$ cat src/rtl/md_motion_update_pkg.sv
`default_nettype none
// ============================================================================
//  Module   : md_motion_update_pkg
//  Brief    : Shared state encoding and sizing constants for the
//             motion-update velocity scheduler.
//  Revision : 1.0 - initial release
// ============================================================================
package md_motion_update_pkg;

    // Default width of one cell coordinate; cells are numbered 1..NUM per axis
    localparam int CELL_ID_WIDTH_DEF = 4;
    localparam int NUM_CELL_DEF      = 4;

    // Depth of the particle-read valid pipeline (2-cycle cache + 1 register)
    localparam int VALID_PIPE_DEPTH  = 3;

    // Idle cycles spent in FINISH before the done pulse
    localparam int FINISH_CYCLES     = 3;

    typedef enum logic [2:0] {
        S_IDLE         = 3'd0,
        S_RD_COUNT     = 3'd1,
        S_WAIT_COUNT   = 3'd2,
        S_RD_PARTICLES = 3'd3,
        S_DRAIN        = 3'd4,
        S_NEXT_CELL    = 3'd5,
        S_FINISH       = 3'd6
    } state_e;

endpackage
`default_nettype wire

$ cat src/rtl/velocity_integrator.sv
`default_nettype none
// ============================================================================
//  Module   : velocity_integrator
//  Brief    : Three-lane v + (f >>> DT_SHIFT) with a single output register.
//             Wraps on overflow.
//  Revision : 1.0 - initial release
// ============================================================================
module velocity_integrator #(
    parameter int DATA_WIDTH = 32,
    parameter int DT_SHIFT   = 4
) (
    input  logic                    clk,
    input  logic                    rst,
    input  logic [3*DATA_WIDTH-1:0] vel_i,
    input  logic [3*DATA_WIDTH-1:0] frc_i,
    output logic [3*DATA_WIDTH-1:0] vel_new_o
);

    logic [3*DATA_WIDTH-1:0] vel_new_d;
    logic [3*DATA_WIDTH-1:0] vel_new_q;

    for (genvar gi = 0; gi < 3; gi++) begin : g_lane
        logic signed [DATA_WIDTH-1:0] w_v;
        logic signed [DATA_WIDTH-1:0] w_f;
        assign w_v = vel_i[gi*DATA_WIDTH +: DATA_WIDTH];
        assign w_f = frc_i[gi*DATA_WIDTH +: DATA_WIDTH];
        // Arithmetic shift keeps the sign of negative forces
        assign vel_new_d[gi*DATA_WIDTH +: DATA_WIDTH] = w_v + (w_f >>> DT_SHIFT);
    end

    // Register the updated velocity every cycle; validity is tracked by the caller
    always_ff @(posedge clk) begin
        if (rst) begin
            vel_new_q <= '0;
        end else begin
            vel_new_q <= vel_new_d;
        end
    end

    assign vel_new_o = vel_new_q;

endmodule
`default_nettype wire

$ cat src/rtl/motion_update_velocity_scheduler.sv
`default_nettype none
// ============================================================================
//  Module   : motion_update_velocity_scheduler
//  Brief    : Sweeps every cell (z fastest, then y, then x), reads the particle
//             count at address 0, reads each particle, and streams updated
//             velocities with their destination cell.
//  Revision : 1.0 - initial release
// ============================================================================
module motion_update_velocity_scheduler
    import md_motion_update_pkg::*;
#(
    parameter int DATA_WIDTH    = 32,
    parameter int ADDR_WIDTH    = 8,
    parameter int CELL_ID_WIDTH = CELL_ID_WIDTH_DEF,
    parameter int NUM_CELL_X    = NUM_CELL_DEF,
    parameter int NUM_CELL_Y    = NUM_CELL_DEF,
    parameter int NUM_CELL_Z    = NUM_CELL_DEF,
    parameter int DT_SHIFT      = 4
) (
    input  logic                       clk,
    input  logic                       rst,
    input  logic                       start,
    input  logic [3*DATA_WIDTH-1:0]    in_velocity,
    input  logic [3*DATA_WIDTH-1:0]    in_force,
    input  logic [3*CELL_ID_WIDTH-1:0] in_dst_cell,
    output logic [3*CELL_ID_WIDTH-1:0] out_rd_cell,
    output logic [ADDR_WIDTH-1:0]      out_rd_address,
    output logic                       out_rden,
    output logic                       motion_update_enable,
    output logic [3*DATA_WIDTH-1:0]    out_data,
    output logic [3*CELL_ID_WIDTH-1:0] out_data_dst_cell,
    output logic                       out_data_valid,
    output logic                       done
);

    localparam logic [CELL_ID_WIDTH-1:0] C_NUM_X = CELL_ID_WIDTH'(NUM_CELL_X);
    localparam logic [CELL_ID_WIDTH-1:0] C_NUM_Y = CELL_ID_WIDTH'(NUM_CELL_Y);
    localparam logic [CELL_ID_WIDTH-1:0] C_NUM_Z = CELL_ID_WIDTH'(NUM_CELL_Z);
    localparam logic [CELL_ID_WIDTH-1:0] C_ONE   = CELL_ID_WIDTH'(1);
    localparam logic [1:0]               C_FIN_LAST = 2'(FINISH_CYCLES - 1);

    state_e                         state_q, state_d;
    logic [CELL_ID_WIDTH-1:0]       cx_q, cx_d, cy_q, cy_d, cz_q, cz_d;
    logic [ADDR_WIDTH-1:0]          addr_q, addr_d;
    logic [ADDR_WIDTH-1:0]          count_q, count_d;
    logic                           wait_q, wait_d;
    logic [1:0]                     fin_q, fin_d;
    logic [VALID_PIPE_DEPTH-1:0]    vpipe_q, vpipe_d;
    logic                           done_q, done_d;
    logic [3*CELL_ID_WIDTH-1:0]     dst_q;
    logic [3*DATA_WIDTH-1:0]        w_vel_new;
    logic [ADDR_WIDTH-1:0]          w_count;

    assign w_count = in_velocity[ADDR_WIDTH-1:0];

    // Next-state logic for the cell sweep
    always_comb begin
        state_d = state_q;
        cx_d    = cx_q;
        cy_d    = cy_q;
        cz_d    = cz_q;
        addr_d  = addr_q;
        count_d = count_q;
        wait_d  = wait_q;
        fin_d   = fin_q;
        done_d  = 1'b0;
        case (state_q)
            S_IDLE: begin
                if (start) begin
                    state_d = S_RD_COUNT;
                    cx_d    = C_ONE;
                    cy_d    = C_ONE;
                    cz_d    = C_ONE;
                end
            end
            S_RD_COUNT: begin
                state_d = S_WAIT_COUNT;
                wait_d  = 1'b0;
            end
            S_WAIT_COUNT: begin
                // Count word arrives on the second wait cycle
                if (wait_q) begin
                    count_d = w_count;
                    addr_d  = ADDR_WIDTH'(1);
                    state_d = (w_count == '0) ? S_NEXT_CELL : S_RD_PARTICLES;
                end else begin
                    wait_d = 1'b1;
                end
            end
            S_RD_PARTICLES: begin
                if (addr_q == count_q) begin
                    state_d = S_DRAIN;
                end else begin
                    addr_d = addr_q + 1'b1;
                end
            end
            S_DRAIN: begin
                // Leave once only the output stage may still be busy, so the
                // sweep steps on in the cycle right after the final output
                if (vpipe_q[VALID_PIPE_DEPTH-2:0] == '0) begin
                    state_d = S_NEXT_CELL;
                end
            end
            S_NEXT_CELL: begin
                state_d = S_RD_COUNT;
                if (cz_q != C_NUM_Z) begin
                    cz_d = cz_q + 1'b1;
                end else if (cy_q != C_NUM_Y) begin
                    cy_d = cy_q + 1'b1;
                    cz_d = C_ONE;
                end else if (cx_q != C_NUM_X) begin
                    cx_d = cx_q + 1'b1;
                    cy_d = C_ONE;
                    cz_d = C_ONE;
                end else begin
                    state_d = S_FINISH;
                    fin_d   = 2'd0;
                end
            end
            S_FINISH: begin
                if (fin_q == C_FIN_LAST) begin
                    state_d = S_IDLE;
                    done_d  = 1'b1;
                end else begin
                    fin_d = fin_q + 1'b1;
                end
            end
            default: state_d = S_IDLE;
        endcase
    end

    // Valid pipeline tracks particle reads only; count reads never produce output
    assign vpipe_d = {vpipe_q[VALID_PIPE_DEPTH-2:0], (state_q == S_RD_PARTICLES)};

    // State, sweep position and pipeline registers
    always_ff @(posedge clk) begin
        if (rst) begin
            state_q <= S_IDLE;
            cx_q    <= C_ONE;
            cy_q    <= C_ONE;
            cz_q    <= C_ONE;
            addr_q  <= '0;
            count_q <= '0;
            wait_q  <= 1'b0;
            fin_q   <= 2'd0;
            vpipe_q <= '0;
            done_q  <= 1'b0;
            dst_q   <= '0;
        end else begin
            state_q <= state_d;
            cx_q    <= cx_d;
            cy_q    <= cy_d;
            cz_q    <= cz_d;
            addr_q  <= addr_d;
            count_q <= count_d;
            wait_q  <= wait_d;
            fin_q   <= fin_d;
            vpipe_q <= vpipe_d;
            done_q  <= done_d;
            dst_q   <= in_dst_cell;
        end
    end

    velocity_integrator #(
        .DATA_WIDTH (DATA_WIDTH),
        .DT_SHIFT   (DT_SHIFT)
    ) u_integrator (
        .clk       (clk),
        .rst       (rst),
        .vel_i     (in_velocity),
        .frc_i     (in_force),
        .vel_new_o (w_vel_new)
    );

    assign out_rden             = (state_q == S_RD_COUNT) || (state_q == S_RD_PARTICLES);
    assign out_rd_address       = (state_q == S_RD_PARTICLES) ? addr_q : '0;
    assign out_rd_cell          = out_rden ? {cx_q, cy_q, cz_q} : '0;
    assign motion_update_enable = (state_q != S_IDLE) && (state_q != S_FINISH);
    assign out_data_valid       = vpipe_q[VALID_PIPE_DEPTH-1];
    assign out_data             = out_data_valid ? w_vel_new : '0;
    assign out_data_dst_cell    = out_data_valid ? dst_q : '0;
    assign done                 = done_q;

endmodule
`default_nettype wire

$ cat config.mk
export PLATFORM = sky130hd
export DESIGN_NAME = motion_update_velocity_scheduler
export DESIGN_NICKNAME = d
export VERILOG_FILES = /design/src/rtl/md_motion_update_pkg.sv /design/src/rtl/velocity_integrator.sv /design/src/rtl/motion_update_velocity_scheduler.sv
export SDC_FILE = /design/constraint.sdc
export NUM_CORES = 1
export LEC_CHECK = 0
export ABC_AREA = 1
export ABC_CLOCK_PERIOD_IN_PS = 1700
export CORE_MARGIN = 3
export CORE_UTILIZATION = 45
export CTS_CLUSTER_DIAMETER = 200
export DETAILED_ROUTE_END_ITERATION = 16
export HOLD_SLACK_MARGIN = 0.12
export PLACE_DENSITY_LB_ADDON = 0.08
export SYNTH_ARGS = -nofsm -noshare
export SYNTH_HDL_FRONTEND = slang
export SYNTH_SLANG_ARGS = --single-unit
$ cat constraint.sdc
create_clock -name clk -period 1.7 [get_ports clk]
set_input_delay 0.255 -clock clk [delete_from_list [all_inputs] [get_ports clk]]
set_output_delay 0.255 -clock clk [all_outputs]
set_load 0.01 [all_outputs]
==> results_dict.tcl <==
set metrics [dict create \
    dieArea_sq_mm 0.0304 \
    fin_crit_ns 1.82 \
    synth_enable_flop_cells 0 \
    antenna_cells 0 \
    grt_max_degree 55 \
    synthArstFlopShare_pct 0 \
    synth_top_area_cell "nand2_1" \
    min-delay-start "in_velocity[64]" \
    hold_class "in -> reg" \
    drc_errors 0 \
    dr.pass1.iters 6 \
    area.growth.synth_to_final_pct 65.0 \
    grt_overflow_total 0 \
    grt_usage_pct 27.8 \
    ff2ff_path_depth 12 \
    peakVddDrop_uv 527 \
    clock.fmax_ghz 0.550 \
    violations "negative setup slack" \
    portBuffers 326 \
    cts_max_path_buffers 2 \
    tightest_slew_ns 0.382 \
    ys_seq_area_share_pct 22.9 \
    cts_tree "built" \
    slew_violations 0 \
    syn-num-nets 2612 \
    finalHoldViolCount 0 \
    clk_latency_ns 0.44 \
    required_ns 1.44 \
    place_inst 3172 \
    hold_buffers 0 \
    avgSynthCellArea_sq_um 5.54 \
    cts_root_buf "clkbuf_16" \
    path_max_fanout 8 \
    gp_congestion 0.970 \
    die_h_microns 174 \
    netlist-cell-type-count 39 \
    fp.dieW_microns 174 \
    period_share_pct 107 \
    placementRows 60 \
    netlist.area_leader.share_pct 24.2 \
    critical_path_arrival_ns 1.56 \
    core-area_sq_mm 0.0274 \
    nets 3184 \
    path_class "reg -> out" \
    start_util_pct 46.5 \
    drive_gt1_share_pct 30.0 \
    fin_skew_ns 0.0102 \
    slew_headroom_pct 74.3 \
    routed_wl_microns 47700 \
    status "finished, violations left" \
    start_kind "register" \
    cts.clk_slew.worst_paths_ns 0.07 \
    hold-worst-slack_ns 0.223 \
    hpwl_microns 34100 \
    rsz0062_at_grt "yes" \
    synthFlopType "dfxtp_1" \
    viasPerCell 4.98 \
    syn-cell-area_sq_mm 0.0127 \
    whs_path_depth 4 \
    syn_inst 2301 \
    numClockSinks 146 \
    hold_end "u_integrator.vel_new_o[64]" \
    vias 16200 \
    grt_pass1_vias 15100 \
    cts_buffers 17 \
    fillerInstances 2056 \
    synth_area_leaders "nand2_1 24%, dfxtp_1 23%, inv_1 14%" \
    reg2reg_from "cz_q[1]" \
    htree_levels 4 \
    drt_iter0_drc 1036 \
    yosys_warnings 0 \
    synth_commonest_cells "820 x nand2_1, 490 x inv_1, 264 x nor2_1, 147 x a21oi_1, 146 x dfxtp_1" \
    r2r-end "cx_q[1]" \
    pin_count 339 \
    reg2reg_slack_ns 0.07 \
    power_leakage_uw 0.0119 \
    finalSetupViolations 42 \
    avgRoutedWirePerCell_microns 14.6 \
    antenna_found_initial 0 \
    synth-seq-cells 146 \
    cp-end-kind "primary output" \
    power_density_mw_per_mm2 707 \
    layout.cells.non_filler 3258 \
    yosysMostFrequentCell "nand2_1" \
    ant_nets 0 \
    maxCapViolations 0 \
    grt_pass1_wl_microns 70300 \
    worst_slack_ns -0.119 \
]
-- state kept, by name, summed over array words and instances (netlist names) --
name / count
cz_q: 4
addr_q: 8
state_q: 3
wait_q: 1
vpipe_q: 3
u_integrator.vel_new_o: 96
cx_q: 4
done: 1
cy_q: 4
fin_q: 2
dst_q: 12
count_q: 8
-- repair_timing --
| item | in CTS | in global routing |
|---|---|---|
| gates resized for setup | 580 | 577 |
| endpoints found under the setup margin | 177 | 204 |
| cloned | 4 | 4 |
| buffers inserted | 23 | 29 |
| pin swaps | 3 | 73 |
-- worst max-delay path: stages, from the launching register on --
cell     delay, ns
dfxtp_4       0.37
buf_8         0.14
buf_8         0.14
buf_16        0.14
buf_4         0.13
nand2_2       0.05
inv_2         0.04
buf_6         0.11
-- logic make-up (layout without fill, tap and decap cells) --
| logic type | after synthesis | after routing | share of synthesized area, % |
|---|---|---|---|
| simple gates | 1273 | 1273 | 40.2 |
| buf+inv | 531 | 1116 | 15.8 |
| compound gates | 233 | 233 | 9.66 |
| flops | 146 | 146 | 22.9 |
| fa+ha+maj | 104 | 104 | 10.4 |
| xor+xnor | 14 | 14 | 0.962 |
-- worst max-delay path by stage --
stage	from	endpoint	depth (start not counted)	slack [ns]
floorplan	in_velocity[64]	u_integrator.vel_new_o[92]	10	0.02
global placement	in_velocity[0]	u_integrator.vel_new_o[28]	11	-0.55
detailed placement	in_velocity[0]	u_integrator.vel_new_o[24]	12	-0.61
CTS	vpipe_q[2]	out_data[33]	7	-0.13
global route	vpipe_q[2]	out_data[66]	7	-0.17
finish	vpipe_q[2]	out_data[66]	7	-0.12
-- layer usage --
metal	vias to the layer above	global-route usage, %	wire length [microns]
met5	-	0	0
met4	0	9.62	1480
met3	101	4.70	3450
met2	623	49.2	23500
met1	7359	33.9	19200
li1	8131	-	-
-- report_power, final --
part           internal (uW)  switching, uW  total [uW]
clock network           2000           1920        3910
registers               3860            277        4140
logic                   3060           3760        6820
total                   8910           5950       14900
-- placed cells by master, fill, tap and decap left out, drive strengths merged, types with 26 or more instances in the layout --
cell           netlist  layout
a21oi              147     147
nor2               268     268
inv                498     506
clkdlybuf4s50        0     166
nand2              827     827
nand3              113     113
clkbuf              21      26
buf                 10     376
o21ai               60      60
ha                 101     101
dfxtp              146     146
dlymetal6s2s         0      27
nor3                26      26
-- area by class of cell --
| cell class | count | area [sq um] | share of cell area, % |
|---|---|---|---|
| clock inverters | 15 | 184 | 0.875 |
| clock buffers | 17 | 425 | 2.02 |
| flip-flops and latches | 146 | 2940 | 14.0 |
| well taps | 372 | 465 | 2.21 |
| multi-input cells | 1624 | 9770 | 46.5 |
| repair buffers | 584 | 5340 | 25.4 |
| inverters | 500 | 1900 | 9.03 |
-- per-stage QoR --
| step | setup TNS [ns] | utilization (%) | total power [uW] | cell area [sq um] | setup slack, ns |
|---|---|---|---|---|---|
| 3_3_place_gp | -37.69 | 65.5 | 9460 | 17900 | -0.551 |
| 4_1_cts | -5.34 | 69.2 | 13600 | 19000 | -0.132 |
| 6_report | -2.89 | 76.7 | 14900 | 21000 | -0.119 |
| 3_5_place_dp | -40.43 | 65.5 | 9570 | 17900 | -0.610 |
| 2_1_floorplan | 0 | - | 7170 | 12700 | 0.0186 |
| 5_1_grt | -6.76 | 76.7 | 15700 | 21000 | -0.166 |
Note: power is estimated with default switching activity, not from simulation.
